## config.mk

```make
export PLATFORM = sky130hd
export DESIGN_NAME = adc_capture_ctrl_flat
export DESIGN_NICKNAME = d
export VERILOG_FILES = /design/src/rtl/adc_test_pkg.sv /design/src/rtl/adc_capture_ctrl_if.sv /design/src/rtl/boxcar_decim.sv /design/src/rtl/adc_capture_ctrl.sv /design/src/flat_wrapper.sv
export SDC_FILE = /design/constraint.sdc
export NUM_CORES = 1
export LEC_CHECK = 0
export BUFFER_PORTS_ARGS = -buffer_cell sky130_fd_sc_hd__buf_4
export CORE_MARGIN = 2
export CORE_UTILIZATION = 50
export DETAILED_ROUTE_END_ITERATION = 10
export PLACE_DENSITY = 0.77
export SLEW_MARGIN = 20
export SYNTH_ARGS = -nofsm -noshare
export SYNTH_HDL_FRONTEND = slang
export SYNTH_SLANG_ARGS = --single-unit
export TNS_END_PERCENT = 50
```

## constraint.sdc

```tcl
create_clock -name clk -period 3.3 [get_ports clk]
set_clock_uncertainty 0.2 [all_clocks]
set_input_delay 0.165 -clock clk [delete_from_list [all_inputs] [get_ports clk]]
set_output_delay 0.165 -clock clk [all_outputs]
set_load 0.1 [all_outputs]
```

## src/rtl/adc_test_pkg.sv

```systemverilog
// Shared types and constants for the ADC capture controller.
// Holds the capture FSM encoding and the per-FIFO decimation factors.
package adc_test_pkg;

  typedef enum logic [2:0] {
    IDLE    = 3'b001,
    CAPTURE = 3'b010,
    DONE    = 3'b100
  } cap_state_t;

  // log2 of the boxcar length for FIFO2, FIFO4 and FIFO8
  localparam int DEC_LOG2 [3] = '{1, 2, 3};

endpackage

```

## src/rtl/adc_capture_ctrl_if.sv

```systemverilog
// ADC sample input plus the write/status side of the four sample FIFOs.
// The capture controller is the master; the FIFOs and the ADC form the slave side.
interface adc_capture_ctrl_if #(
  parameter int unsigned DATA_W = 14
);

  logic [DATA_W-1:0] adc_data;
  logic              adc_valid;
  logic              empty1, empty2, empty4, empty8;
  logic              ffull1, ffull2, ffull4, ffull8;
  logic              wr_en1, wr_en2, wr_en4, wr_en8;
  logic [DATA_W-1:0] din1, din2, din4, din8;

  modport master (
    input  adc_data, adc_valid,
    input  empty1, empty2, empty4, empty8,
    input  ffull1, ffull2, ffull4, ffull8,
    output wr_en1, wr_en2, wr_en4, wr_en8,
    output din1, din2, din4, din8
  );

  modport slave (
    output adc_data, adc_valid,
    output empty1, empty2, empty4, empty8,
    output ffull1, ffull2, ffull4, ffull8,
    input  wr_en1, wr_en2, wr_en4, wr_en8,
    input  din1, din2, din4, din8
  );

endinterface

```

## src/rtl/boxcar_decim.sv

```systemverilog
// Boxcar decimator: sums 2**LOG2K accepted samples and emits their floored mean.
// The output strobe and data are registered and pulse once per completed group.
module boxcar_decim #(
  parameter int unsigned DATA_W = 14,
  parameter int unsigned LOG2K  = 1
) (
  input  logic              clk,
  input  logic              rstn,
  input  logic              clr,
  input  logic              in_valid,
  input  logic [DATA_W-1:0] in_data,
  output logic              out_valid,
  output logic [DATA_W-1:0] out_data
);

  localparam int unsigned ACC_W = DATA_W + LOG2K;

  logic [LOG2K-1:0] r_phase;
  logic [ACC_W-1:0] r_acc;
  logic [ACC_W-1:0] w_sum;

  // Accumulator is wide enough for 2**LOG2K full-scale samples
  assign w_sum = r_acc + ACC_W'(in_data);

  always_ff @(posedge clk or negedge rstn) begin
    if (!rstn) begin
      r_phase   <= '0;
      r_acc     <= '0;
      out_valid <= 1'b0;
      out_data  <= '0;
    end else begin
      out_valid <= 1'b0;
      if (clr) begin
        r_phase <= '0;
        r_acc   <= '0;
      end else if (in_valid) begin
        r_phase <= r_phase + LOG2K'(1);
        if (&r_phase) begin
          out_valid <= 1'b1;
          out_data  <= DATA_W'(w_sum >> LOG2K);
          r_acc     <= '0;
        end else begin
          r_acc <= w_sum;
        end
      end
    end
  end

endmodule

```

## src/rtl/adc_capture_ctrl.sv

```systemverilog
// Captures one block of ADC samples on arm and feeds FIFO1 at full rate and
// FIFO2/4/8 with 2/4/8-sample boxcar means; flags full until the FIFOs drain.
module adc_capture_ctrl
  import adc_test_pkg::*;
#(
  parameter int unsigned DATA_W  = 14,
  parameter int unsigned SAMPLES = 1024
) (
  input  logic               clk,
  input  logic               rstn,
  input  logic               arm,
  adc_capture_ctrl_if.master bus,
  output logic               full,
  output logic               busy,
  output logic               overflow
);

  localparam int unsigned CNT_W = $clog2(8 * SAMPLES) + 1;
  localparam logic [CNT_W-1:0] LAST_N = CNT_W'(8 * SAMPLES - 1);

  cap_state_t        r_state;
  logic [CNT_W-1:0]  r_n;
  logic              r_seen;
  logic              r_wr_en1;
  logic [DATA_W-1:0] r_din1;

  logic              w_accept;
  logic              w_clr;
  logic              w_all_empty;
  logic              w_ovf;
  logic [2:0]        w_dec_in_valid;
  logic [2:0]        w_dec_valid;
  logic [DATA_W-1:0] w_dec_data [3];

  assign w_accept    = (r_state == CAPTURE) && bus.adc_valid;
  assign w_clr       = (r_state == IDLE) && arm;
  assign w_all_empty = bus.empty1 && bus.empty2 && bus.empty4 && bus.empty8;

  // Each decimator only sees the first K*SAMPLES accepted samples
  for (genvar g = 0; g < 3; g++) begin : g_dec
    localparam int unsigned LOG2K = DEC_LOG2[g];

    assign w_dec_in_valid[g] = w_accept && (r_n < CNT_W'(SAMPLES << LOG2K));

    boxcar_decim #(
      .DATA_W (DATA_W),
      .LOG2K  (LOG2K)
    ) u_dec (
      .clk       (clk),
      .rstn      (rstn),
      .clr       (w_clr),
      .in_valid  (w_dec_in_valid[g]),
      .in_data   (bus.adc_data),
      .out_valid (w_dec_valid[g]),
      .out_data  (w_dec_data[g])
    );
  end

  assign bus.wr_en1 = r_wr_en1;
  assign bus.din1   = r_din1;
  assign bus.wr_en2 = w_dec_valid[0];
  assign bus.din2   = w_dec_data[0];
  assign bus.wr_en4 = w_dec_valid[1];
  assign bus.din4   = w_dec_data[1];
  assign bus.wr_en8 = w_dec_valid[2];
  assign bus.din8   = w_dec_data[2];

  // A write strobe presented while its FIFO reports full
  assign w_ovf = (r_wr_en1 && bus.ffull1) || (w_dec_valid[0] && bus.ffull2) ||
                 (w_dec_valid[1] && bus.ffull4) || (w_dec_valid[2] && bus.ffull8);

  always_ff @(posedge clk or negedge rstn) begin
    if (!rstn) begin
      r_state  <= IDLE;
      r_n      <= '0;
      r_seen   <= 1'b0;
      r_wr_en1 <= 1'b0;
      r_din1   <= '0;
      full     <= 1'b0;
      busy     <= 1'b0;
      overflow <= 1'b0;
    end else begin
      r_wr_en1 <= w_accept && (r_n < CNT_W'(SAMPLES));
      if (w_accept) begin
        r_din1 <= bus.adc_data;
      end
      overflow <= overflow || w_ovf;
      case (r_state)
        IDLE: begin
          if (arm) begin
            r_state  <= CAPTURE;
            busy     <= 1'b1;
            r_n      <= '0;
            overflow <= 1'b0;
          end
        end
        CAPTURE: begin
          if (bus.adc_valid) begin
            r_n <= r_n + CNT_W'(1);
            if (r_n == LAST_N) begin
              r_state <= DONE;
              busy    <= 1'b0;
            end
          end
        end
        DONE: begin
          // Exit only after the reader has been seen to pull entries out
          if (r_seen && w_all_empty) begin
            r_state <= IDLE;
            r_seen  <= 1'b0;
            full    <= 1'b0;
          end else begin
            full <= 1'b1;
            if (!w_all_empty) begin
              r_seen <= 1'b1;
            end
          end
        end
        default: begin
          r_state <= IDLE;
          r_seen  <= 1'b0;
          full    <= 1'b0;
          busy    <= 1'b0;
        end
      endcase
    end
  end

endmodule

```

## src/flat_wrapper.sv

```systemverilog
// flat-port wrapper written by rule: the top's interface ports become plain ports
module adc_capture_ctrl_flat import adc_test_pkg::*;
#(
  parameter int unsigned DATA_W  = 14,
  parameter int unsigned SAMPLES = 1024
)
  (clk, rstn, arm, full, busy, overflow, bus_adc_data, bus_adc_valid, bus_empty1, bus_empty2, bus_empty4, bus_empty8, bus_ffull1, bus_ffull2, bus_ffull4, bus_ffull8, bus_wr_en1, bus_wr_en2, bus_wr_en4, bus_wr_en8, bus_din1, bus_din2, bus_din4, bus_din8);
  adc_capture_ctrl_if #(.DATA_W(DATA_W)) bus_i ();
  input  logic clk;
  input  logic rstn;
  input  logic arm;
  output logic full;
  output logic busy;
  output logic overflow;
  input wire logic [$bits(bus_i.adc_data)-1:0] bus_adc_data;
  input wire logic [$bits(bus_i.adc_valid)-1:0] bus_adc_valid;
  input wire logic [$bits(bus_i.empty1)-1:0] bus_empty1;
  input wire logic [$bits(bus_i.empty2)-1:0] bus_empty2;
  input wire logic [$bits(bus_i.empty4)-1:0] bus_empty4;
  input wire logic [$bits(bus_i.empty8)-1:0] bus_empty8;
  input wire logic [$bits(bus_i.ffull1)-1:0] bus_ffull1;
  input wire logic [$bits(bus_i.ffull2)-1:0] bus_ffull2;
  input wire logic [$bits(bus_i.ffull4)-1:0] bus_ffull4;
  input wire logic [$bits(bus_i.ffull8)-1:0] bus_ffull8;
  output wire logic [$bits(bus_i.wr_en1)-1:0] bus_wr_en1;
  output wire logic [$bits(bus_i.wr_en2)-1:0] bus_wr_en2;
  output wire logic [$bits(bus_i.wr_en4)-1:0] bus_wr_en4;
  output wire logic [$bits(bus_i.wr_en8)-1:0] bus_wr_en8;
  output wire logic [$bits(bus_i.din1)-1:0] bus_din1;
  output wire logic [$bits(bus_i.din2)-1:0] bus_din2;
  output wire logic [$bits(bus_i.din4)-1:0] bus_din4;
  output wire logic [$bits(bus_i.din8)-1:0] bus_din8;
  assign bus_i.adc_data = bus_adc_data;
  assign bus_i.adc_valid = bus_adc_valid;
  assign bus_i.empty1 = bus_empty1;
  assign bus_i.empty2 = bus_empty2;
  assign bus_i.empty4 = bus_empty4;
  assign bus_i.empty8 = bus_empty8;
  assign bus_i.ffull1 = bus_ffull1;
  assign bus_i.ffull2 = bus_ffull2;
  assign bus_i.ffull4 = bus_ffull4;
  assign bus_i.ffull8 = bus_ffull8;
  assign bus_wr_en1 = bus_i.wr_en1;
  assign bus_wr_en2 = bus_i.wr_en2;
  assign bus_wr_en4 = bus_i.wr_en4;
  assign bus_wr_en8 = bus_i.wr_en8;
  assign bus_din1 = bus_i.din1;
  assign bus_din2 = bus_i.din2;
  assign bus_din4 = bus_i.din4;
  assign bus_din8 = bus_i.din8;
  adc_capture_ctrl #(.DATA_W(DATA_W), .SAMPLES(SAMPLES)) u_core (.clk(clk), .rstn(rstn), .arm(arm), .bus(bus_i), .full(full), .busy(busy), .overflow(overflow));
endmodule
```

==> Implementation_results.wiki <==
{| class="wikitable"
! Metric !! Value
|-
| Utilization after layout || 63.5%
|-
| Overall fraction of global-route tracks in use || approximately 25%
|-
| Switching share of total power || 46.0%
|-
| Average vias per placed instance || 5.76
|-
| Leading cell types by total area after synthesis || dfrtp_1, ha_1, nand2_1
|-
| Worst-path clk slew || approximately 60 ps
|-
| Total internal power || roughly 0.0047 W
|-
| Pins Over Slew Limit || 0
|-
| Number of I/O pins || approximately 90
|-
| Synthesis-stage register bit count || 135
|-
| Worst path required time || 3420 ps
|-
| Proportion of power drawn by the clock network || 21.9%
|-
| Final Instance Area || slightly below 9000 um2
|-
| Remaining DRCs || 0
|-
| Combinational share of power || about half
|-
| Dpl hpwl || 12.9 mm
|-
| Detailed Route Iter0 Violations || 528
|-
| Top-area cell type share of the netlist area || between 40% and 50%
|-
| Post-DR wirelength/cell || between 15 and 20 um
|-
| Headroom to the max-slew limit || 48.0%
|-
| Floorplan core area || 14000 um2
|-
| Commonest non-fill, non-tap cells in the layout || dfrtp_1, nand2_1, buf_4
|-
| Least setup slack across all paths after layout || 312 ps
|-
| Cell area after placement || 8100 um2
|-
| Sequential Power Share || 28.2%
|-
| Die outline area || about 15000 um2
|-
| Resized cells post-CTS || 0
|-
| Most common cell after layout, fill and taps aside || dfrtp_1
|-
| Global-route wire length before repair || around 29 mm
|-
| Clock sinks || 135
|-
| Endpoint type of the worst setup path || flop
|-
| Primary flip-flop cell chosen by synthesis mapping || dfrtp_1
|-
| Max IR drop VDD || ~0.83 mV
|-
| Pwr/cell area || 986 nW/um2
|-
| Antenna diode count || 0
|-
| RePlAce Congestion || 0.924
|-
| H-tree depth reported by CTS || 4
|-
| F_max || 0.335 GHz
|-
| Clock Tree Root || clkbuf_16
|-
| Final wirelength || 17.9 mm
|-
| Tmin final || 2990 ps
|-
| Die W || 124 um
|-
| Floorplan row count || 43
|-
| Clock buffer depth || 2
|-
| Vertical die dimension || 124 um
|-
| Relative area change from synthesis to final layout || 23.5%
|-
| DP Cell Count || 972
|-
| Unrepaired setup endpoints after global routing || false
|-
| Number of buffers created by CTS || 17
|-
| Worst path arrival time || 3110 ps
|-
| Post-synthesis cell type with the largest combined area || dfrtp_1
|-
| Synthesis warning total || 0
|-
| Net total in the final layout || around 910
|-
| Switching power total || 0.00403 W
|-
| Worst slack after detailed placement || 454 ps
|-
| Number of nets with antenna violations after routing || 0
|-
| Violations in the final reports || negative hold slack
|-
| Total setup violations reported at the end of the flow || 0
|-
| Run status || finished with violations
|-
| Max-cap violations || 0
|-
| Final worst hold slack || -1.37 ps
|-
| Leakage power || about 4.5 nW
|-
| FFs w/ async S/R, synth || 100%
|-
| Post-Syn Nets || 786
|-
| Slew at the pin closest to its max-slew limit || 775 ps
|-
| Mean Syn Cell Area || 10.1 um2
|-
| Number of enable-type register cells in the synthesized netlist || 0
|-
| Port Buffers || 88
|-
| Routed vias || 5888
|-
| Non-filler cells in the finished layout || approximately 1.0k
|-
| Type of the worst setup path || in -> reg
|-
| TritonCTS clock tree || yes
|-
| Period utilisation layout || about nine tenths
|-
| Share of post-route cells with drive strength above 1 || around a fifth
|-
| Sequential element share of the synthesized area || a little under half
|-
| Startpoint type of the worst setup path || input port
|-
| Number of global-route vias before repair || just under 6k
|-
| Netlist area before placement || 7200 um2
|-
| Final hold vios || 1
|-
| Instance count of the mapped netlist || ~710
|-
| Path type of the worst min-delay path || in -> reg
|-
| Pin count of the biggest net entering global routing || 80
|-
| Initial core utilization || 51.4%
|-
| Worst skew pair latency || roughly 430 ps
|-
| Antenna violations before repair || 0
|-
| Critical-path maximum fanout || 4
|-
| Pre-Repair DR Iteration Count || 5
|-
| Total overflow reported by the global router || 0
|-
| Library cells used by synthesis || 60
|-
| Setup TNS || 0 ps
|}
[worst paths after layout]
check / cells past startpoint / slack [ps] / startpoint / end
worst min-delay path: 3 / -1 / bus_adc_data[1] / u_core.bus.din1[1]$_DFFE_PN0P_
max in group asynchronous: 3 / 1930 / rstn / u_core.r_state[0]$_DFFE_PN1P_
min in group asynchronous: 2 / 110 / rstn / u_core.g_dec[0].u_dec.out_data[12]$_DFFE_PN0P_
worst max register to register: 10 / 350 / u_core.g_dec[0].u_dec.r_acc[0]$_DFFE_PN0P_ / u_core.g_dec[0].u_dec.r_acc[14]$_DFFE_PN0P_
worst min register to register: 2 / 280 / u_core.g_dec[0].u_dec.out_data[10]$_DFFE_PN0P_ / u_core.g_dec[0].u_dec.out_data[10]$_DFFE_PN0P_
worst max-delay path: 12 / 310 / bus_adc_data[0] / u_core.g_dec[0].u_dec.r_acc[14]$_DFFE_PN0P_
[critical path, cell delays in order]
cell	delay (ps)
dlygate4sd3_1	520
buf_4	140
ha_1	190
inv_1	60
fa_1	410
nor2b_1	150
o21ai_0	150
a2111oi_0	470
nor3_1	150
o21ai_0	400
o221a_2	270
nor2_1	40
[Yosys cell counts (3+ instances only)]
master,number
clkbuf_1,15
a211oi_1,6
nor2_1,49
o21ai_0,44
nor3_1,7
nand3_1,14
dfrtp_1,134
and3_1,11
o21a_1,6
mux2_2,28
xnor2_1,25
fa_1,3
nand2b_1,4
ha_1,46
a21o_1,13
inv_1,15
nor2b_1,8
nand2_1,110
and2_1,4
a22o_1,35
a21oi_1,48
nand3b_1,5
a31oi_1,4
or3_1,5
o31ai_1,5
xor2_1,22
[metal layers]
layer	GRT usage (%)	vias to the layer above	share of wire, %
met2	40.1	192	48
met3	6.09	47	5.8
met5	0	-	0
li1	-	2770	-
met1	32.3	2879	43
met4	10.0	0	3.1
[state kept, by name, summed over array words and instances (netlist names), 3 cells and up]
name	cells
u_core.g_dec.u_dec.out_valid	3
u_core.r_state	3
u_core.g_dec.u_dec.r_acc	48
u_core.g_dec.u_dec.out_data	42
u_core.g_dec.u_dec.r_phase	6
u_core.bus.din1	14
u_core.r_n	14
[power groups by stage]
stage / Clock, W / Combinational [W] / Sequential (W)
final: 0.00191 / 0.00437 / 0.00247
after global routing: 0.00201 / 0.00471 / 0.00252
after CTS: 0.00193 / 0.00435 / 0.00246
after detailed placement: 0 / 0.00431 / 0.00248
after global placement: 0 / 0.00417 / 0.00246
after floorplan: 0 / 0.00209 / 0.00365
[logic make-up (layout without fill, tap and decap cells)]
logic type / count (synthesis) / count (layout) / share of synthesized area [%]
xor+xnor: 47 / 47 / 5.72
mux: 30 / 30 / 4.66
buf+inv: 35 / 166 / 2.12
fa+ha+maj: 49 / 49 / 8.83
flops: 135 / 135 / 47.0
compound gates: 183 / 183 / 16.9
simple gates: 232 / 232 / 14.8
[area by class of cell]
cell class	count	area [um2]
inverter	15	56.3
multi-input combinational	541	3670
fill	1162	5100
tap	180	225
timing repair buffer	120	961
clock inverter	8	95.1
sequential	135	3380
clock buffer	23	498
[per-stage QoR]
stage / power, W / hold slack [ps]
3_5_place_dp: 0.00679 / 38.3
4_1_cts: 0.00875 / 1.76
2_1_floorplan: 0.00575 / -331
5_1_grt: 0.00924 / 24.9
3_3_place_gp: 0.00663 / 23.8
6_report: 0.00876 / -1.37
[repair_timing]
action,in CTS,in global routing
hold buffers,19,0
buffers inserted,0,0
hold endpoints to repair,67,0
(Power assumes the default switching activity.)
